$ cat src/rtl/seg7_scan_display.sv
`timescale 1ns/1ps
// seg7_scan_display
//  Display stage behind the 8-bit up/down counter. Whenever the incoming
//  count changes, it is converted to three BCD digits by a sequential
//  shift-add-3 (double-dabble) engine. Those digits are then shown on a
//  3-digit multiplexed 7-segment display, with leading zeros blanked.
//
//  Ports
//   clk    : system clock, rising edge
//   reset  : asynchronous, active-high; clears all state
//   q_in   : 8-bit binary count, synchronous to clk
//   seg    : registered segment drive {g,f,e,d,c,b,a}
//   an     : registered one-hot digit enables (0=ones, 1=tens, 2=hundreds)
//   busy   : high while a conversion is in progress (CONV or LOAD)
module seg7_scan_display #(
    parameter int CLK_HZ     = 50_000_000,
    parameter int SCAN_HZ    = 1000,
    parameter int ACTIVE_LOW = 1
) (
    input  logic       clk,
    input  logic       reset,
    input  logic [7:0] q_in,
    output logic [6:0] seg,
    output logic [2:0] an,
    output logic       busy
);

    localparam int SCAN_DIV = CLK_HZ / SCAN_HZ;
    localparam int PW       = (SCAN_DIV > 2) ? $clog2(SCAN_DIV) : 1;
    localparam logic [PW-1:0] PRESC_MAX = PW'(SCAN_DIV - 1);

    // Codes are built active-low and flipped once for active-high boards.
    localparam logic [6:0] SEG_POL = (ACTIVE_LOW != 0) ? 7'h00 : 7'h7F;
    localparam logic [2:0] AN_POL  = (ACTIVE_LOW != 0) ? 3'h0  : 3'h7;
    localparam logic [6:0] BLANK   = 7'b1111111;

    localparam logic [1:0] IDLE = 2'd0;
    localparam logic [1:0] CONV = 2'd1;
    localparam logic [1:0] LOAD = 2'd2;

    function automatic logic [6:0] seg7(input logic [3:0] d);
        case (d)
            4'd0:    seg7 = 7'b1000000;
            4'd1:    seg7 = 7'b1111001;
            4'd2:    seg7 = 7'b0100100;
            4'd3:    seg7 = 7'b0110000;
            4'd4:    seg7 = 7'b0011001;
            4'd5:    seg7 = 7'b0010010;
            4'd6:    seg7 = 7'b0000010;
            4'd7:    seg7 = 7'b1111000;
            4'd8:    seg7 = 7'b0000000;
            4'd9:    seg7 = 7'b0010000;
            default: seg7 = 7'b1111111;
        endcase
    endfunction

    // ---------------- converter ----------------
    logic [1:0]  state_q, state_d;
    logic [7:0]  shadow_q, shadow_d;
    logic [7:0]  bin_q, bin_d;
    logic [11:0] bcd_q, bcd_d;
    logic [2:0]  bit_cnt_q, bit_cnt_d;
    logic [3:0]  hund_q, hund_d;
    logic [3:0]  tens_q, tens_d;
    logic [3:0]  ones_q, ones_d;
    logic [11:0] bcd_adj;
    logic [19:0] shifted;

    // Add 3 to each nibble that would overflow past 9 once doubled.
    genvar gi;
    generate
        for (gi = 0; gi < 3; gi++) begin : g_adj
            assign bcd_adj[gi*4 +: 4] = (bcd_q[gi*4 +: 4] >= 4'd5)
                                      ? bcd_q[gi*4 +: 4] + 4'd3
                                      : bcd_q[gi*4 +: 4];
        end
    endgenerate

    assign shifted = {bcd_adj, bin_q} << 1;

    always_comb begin
        state_d   = state_q;
        shadow_d  = shadow_q;
        bin_d     = bin_q;
        bcd_d     = bcd_q;
        bit_cnt_d = bit_cnt_q;
        hund_d    = hund_q;
        tens_d    = tens_q;
        ones_d    = ones_q;
        case (state_q)
            IDLE: begin
                if (q_in != shadow_q) begin
                    shadow_d  = q_in;
                    bin_d     = q_in;
                    bcd_d     = 12'd0;
                    bit_cnt_d = 3'd0;
                    state_d   = CONV;
                end
            end
            CONV: begin
                bcd_d     = shifted[19:8];
                bin_d     = shifted[7:0];
                bit_cnt_d = bit_cnt_q + 3'd1;
                if (bit_cnt_q == 3'd7) begin
                    state_d = LOAD;
                end
            end
            LOAD: begin
                hund_d  = bcd_q[11:8];
                tens_d  = bcd_q[7:4];
                ones_d  = bcd_q[3:0];
                state_d = IDLE;
            end
            default: state_d = IDLE;
        endcase
    end

    always_ff @(posedge clk or posedge reset) begin
        if (reset) begin
            state_q   <= IDLE;
            shadow_q  <= 8'd0;
            bin_q     <= 8'd0;
            bcd_q     <= 12'd0;
            bit_cnt_q <= 3'd0;
            hund_q    <= 4'd0;
            tens_q    <= 4'd0;
            ones_q    <= 4'd0;
        end else begin
            state_q   <= state_d;
            shadow_q  <= shadow_d;
            bin_q     <= bin_d;
            bcd_q     <= bcd_d;
            bit_cnt_q <= bit_cnt_d;
            hund_q    <= hund_d;
            tens_q    <= tens_d;
            ones_q    <= ones_d;
        end
    end

    assign busy = (state_q == CONV) || (state_q == LOAD);

    // ---------------- display scan ----------------
    logic [PW-1:0] presc_q;
    logic [1:0]    sel_q, sel_d;
    logic [6:0]    seg_q, seg_d;
    logic [2:0]    an_q, an_d;
    logic          wrap;

    assign wrap = (presc_q == PRESC_MAX);

    // seg/an are computed for the digit about to be selected so that all
    // three registers change on the same edge.
    always_comb begin
        sel_d = (sel_q == 2'd2) ? 2'd0 : sel_q + 2'd1;
        case (sel_d)
            2'd0:    seg_d = seg7(ones_q);
            2'd1:    seg_d = (hund_q == 4'd0 && tens_q == 4'd0) ? BLANK : seg7(tens_q);
            default: seg_d = (hund_q == 4'd0) ? BLANK : seg7(hund_q);
        endcase
        an_d = ~(3'b001 << sel_d);
    end

    always_ff @(posedge clk or posedge reset) begin
        if (reset) begin
            presc_q <= '0;
            sel_q   <= 2'd0;
            an_q    <= 3'b110 ^ AN_POL;
            seg_q   <= 7'b1000000 ^ SEG_POL;
        end else if (wrap) begin
            presc_q <= '0;
            sel_q   <= sel_d;
            an_q    <= an_d ^ AN_POL;
            seg_q   <= seg_d ^ SEG_POL;
        end else begin
            presc_q <= presc_q + PW'(1);
        end
    end

    assign seg = seg_q;
    assign an  = an_q;

endmodule
$ cat config.mk
export PLATFORM = sky130hd
export DESIGN_NAME = seg7_scan_display
export DESIGN_NICKNAME = d
export VERILOG_FILES = /design/src/rtl/seg7_scan_display.sv
export SDC_FILE = /design/constraint.sdc
export NUM_CORES = 1
export LEC_CHECK = 0
export BUFFER_PORTS_ARGS = -buffer_cell sky130_fd_sc_hd__buf_2
export CAP_MARGIN = 30
export CORE_MARGIN = 2
export CORE_UTILIZATION = 49
export CTS_BUF_LIST = sky130_fd_sc_hd__clkbuf_16
export CTS_CLUSTER_DIAMETER = 120
export DETAILED_ROUTE_END_ITERATION = 10
export PLACE_DENSITY = 0.7
export SLEW_MARGIN = 40
export SYNTH_ARGS = -nofsm -noshare
export SYNTH_HDL_FRONTEND = slang
export SYNTH_SLANG_ARGS = --single-unit
$ cat constraint.sdc
create_clock -name clk -period 2.9 [get_ports clk]
set_input_delay 0.145 -clock clk [delete_from_list [all_inputs] [get_ports clk]]
set_output_delay 0.145 -clock clk [all_outputs]
set_load 0.01 [all_outputs]
==> impl_metrics.py <==
metrics = {
    "critical_path": {
        "worstPathCellList": "xor2_1 > or4_1 > o21ai_1 > buf_4 > mux2_2",
        "worst-path-buf-inv": 1,
        "cp-start-kind": "flip-flop",
        "crit_type": "flip-flop to flip-flop",
        "critPathMaxStageDelay_ns": 0.56,
        "critPathMaxFanout": 10,
        "crit_slowest_cell": "or4_1",
        "endpoint_kind": "flip-flop",
        "path_delay_family": "simple AND/OR/NAND/NOR gates",
        "required_ns": 3.12,
        "crit_arrival_ns": 2.41,
        "cp_num_cells": 5,
        "ff2ff_path_depth": 5,
    },
    "synth": {
        "synth_top_area_share_pct": 43.4,
        "syn_area_sq_um": 4030,
        "synthTopCellsByArea": "dfrtp_1 43%, ha_1 8.7%, nand2_1 4.7%",
        "syn_inst": 409,
        "synth_edf_count": 0,
        "ys_seq_area_share_pct": 45.4,
        "syn_area_per_cell_sq_um": 9.86,
        "yosys_warnings": 0,
        "synth.ff_latch_count": 73,
        "yosysUniqueCellTypes": 53,
        "synthFlopType": "dfrtp_1",
        "synth_fp_nets": 447,
        "synthArstFlopShare_pct": 100,
        "synth_largest_area_cell": "dfrtp_1",
    },
    "timing": {
        "fin_crit_sh_pct": 75.7,
        "finalHoldViolations": 0,
        "period_needed_ns": 2.19,
        "worstMarginPinSlew_ns": 0.678,
        "fin_setup_tns_ns": 0,
        "hold_ws_ns": 0.0837,
        "rsz0062_at_grt": "false",
        "fin_worst_skew_ns": 0.00405,
        "fmax_mhz": 456,
        "setup_viol": 0,
        "maxSlewViolCount": 0,
        "slew_headroom_pct": 54.8,
    },
    "floorplanning": {
        "dieArea_sq_um": 8970,
        "core_sq_um": 8090,
        "die_w_microns": 94.7,
        "io_pins": 21,
        "start_util_pct": 49.8,
        "rows": 33,
        "die_h_microns": 94.7,
    },
    "outcome": {
        "status": "completed",
    },
    "placed_design": {
        "globalplace.congestion": 0.893,
        "hpwlAfterDp_microns": 5680,
        "port_buffers": 20,
    },
    "detailed_routing": {
        "drt-pass1-iter-count": 4,
        "vias": 3004,
        "via_per_inst": 5.55,
        "wl_per_cell_microns": 14.4,
        "drc": 0,
        "detail_route.iter0.violations": 115,
        "antenna_left": 0,
        "routed_wl_microns": 7790,
    },
    "clocking": {
        "clock_latency_ns": 0.33,
        "h-tree-depth": 3,
        "cts_sinks": 73,
        "clockRootBuffer": "clkbuf_16",
        "cts_tree": "built",
        "clock_path_buffers": 2,
        "cts_buffers": 9,
        "clk_pin_slew_ns": 0.06,
    },
    "cells_and_area": {
        "ff_latch_area_sq_um": 1830,
        "syn_to_final_growth_pct": 13.1,
        "drive_gt1_share_pct": 14.7,
        "multi_input_area_sq_um": 2050,
        "final_cell_mix": "70 x dfrtp_1, 50 x nand2_1, 35 x o21ai_0, 28 x ha_1, 21 x inv_1",
        "final_common_cell": "dfrtp_1",
        "n_fill_cell": 743,
        "layout.nets": 469,
        "diodes": 0,
    },
    "grt": {
        "grt_use_met1_pct": 24.8,
        "use_met2_pct": 32.4,
        "grt_pass1_vias": 2946,
        "grt_pass1_wl_microns": 13400,
        "use_met3_pct": 4.23,
        "gr-total-overflow": 0,
        "busiest_layer": "met2",
        "antenna_found_initial": 0,
        "grt_use_total_pct": 19.5,
        "grt_max_degree": 30,
    },
    "pwr": {
        "p_leak_uw": 0.00206,
        "peakVddDrop_uv": 523,
        "powerDensity_nw_per_um2": 955,
    },
    "worst_hold_path": {
        "hold_path.class": "input port to flip-flop",
        "min_path_cells": 2,
    },
    "run": {
        "maxCapViolations": 0,
    },
}
-- cells in the mapped netlist, types with 7 or more instances --
master and number:
inv_1 22, nand2b_1 11, nor2_1 18, xnor2_1 13
a21oi_1 18, nand3_1 8, mux2_2 12, dfrtp_1 70
ha_1 28, or3_1 7, xor2_1 11, a31oi_1 10
o21ai_0 35, clkbuf_1 12, o22ai_1 7, nand2_1 50
-- cells by family (layout without fill, tap and decap cells) --
group                      after synthesis  in the layout  synth area share [%]
buffers and inverters                   38             65                  3.78
xor gates and xnor gates                24             24                  5.21
adders and majority gates               28             28                  8.68
DFF                                     73             73                  45.4
AOI/OAI and AO/OA                      107            107                  17.2
muxes                                   16             16                  4.34
and+or+nand+nor                        123            123                  15.4
-- area by class of cell --
| type | count | share of cell area [%] |
|---|---|---|
| clock buffer | 9 | 4.94 |
| timing repair buffer | 27 | 3.40 |
| multi-input combinational | 298 | 45.0 |
| tap | 105 | 2.88 |
| clock inverter | 7 | 1.87 |
| inverter | 22 | 1.81 |
| sequential | 73 | 40.1 |
-- where the power goes --
| part | internal (uW) | total, uW | switching, uW |
|---|---|---|---|
| registers | 1290 | 1590 | 295 |
| clock network | 743 | 1160 | 418 |
| logic | 733 | 1600 | 871 |
| total | 2770 | 4350 | 1580 |
-- metal layers --
metal | wire, microns | up-vias | part of all wire (%)
met5 | 0 | - | 0
met3 | 257 | 14 | 3.3
li1 | - | 1501 | -
met2 | 3720 | 49 | 48
met4 | 169 | 0 | 2.2
met1 | 3640 | 1440 | 47
-- worst paths after layout --
check,start,end,slack [ns]
worst max-delay path,shadow_q[1],shadow_q[1],0.71
min in group asynchronous,reset,presc_q[6],0.38
max in group asynchronous,reset,bcd_q[9],1.78
worst max register to register,shadow_q[1],shadow_q[1],0.71
worst min register to register,presc_q[15],presc_q[15],0.47
worst min-delay path,q_in[5],shadow_q[5],0.08
-- what timing repair did --
action                    in CTS  in global routing
hold buffers                   1                  0
hold endpoints to repair      21                  0
setup buffers                  0                  0
resized for setup              0                  0
-- sequential cells by signal, indices dropped and copies added (netlist names) --
name,cells
presc_q,16
bcd_q,12
bin_q,8
shadow_q,8
seg,7
hund_q,4
ones_q,4
tens_q,4
an,3
bit_cnt_q,3
sel_q,2
state_q,2
-- metrics by stage --
stage	total power (uW)	worst slack [ns]	utilization [%]	cell area, sq um	instances
6_report	4350	0.705	56.4	4560	541
5_1_grt	4700	0.545	56.4	4560	541
4_1_cts	4380	0.697	56.4	4560	541
3_5_place_dp	3210	0.720	52.4	4240	524
3_3_place_gp	3130	0.752	52.4	4240	524
2_1_floorplan	2800	0.838	-	4030	409
Power figures use the tool's default switching activity.
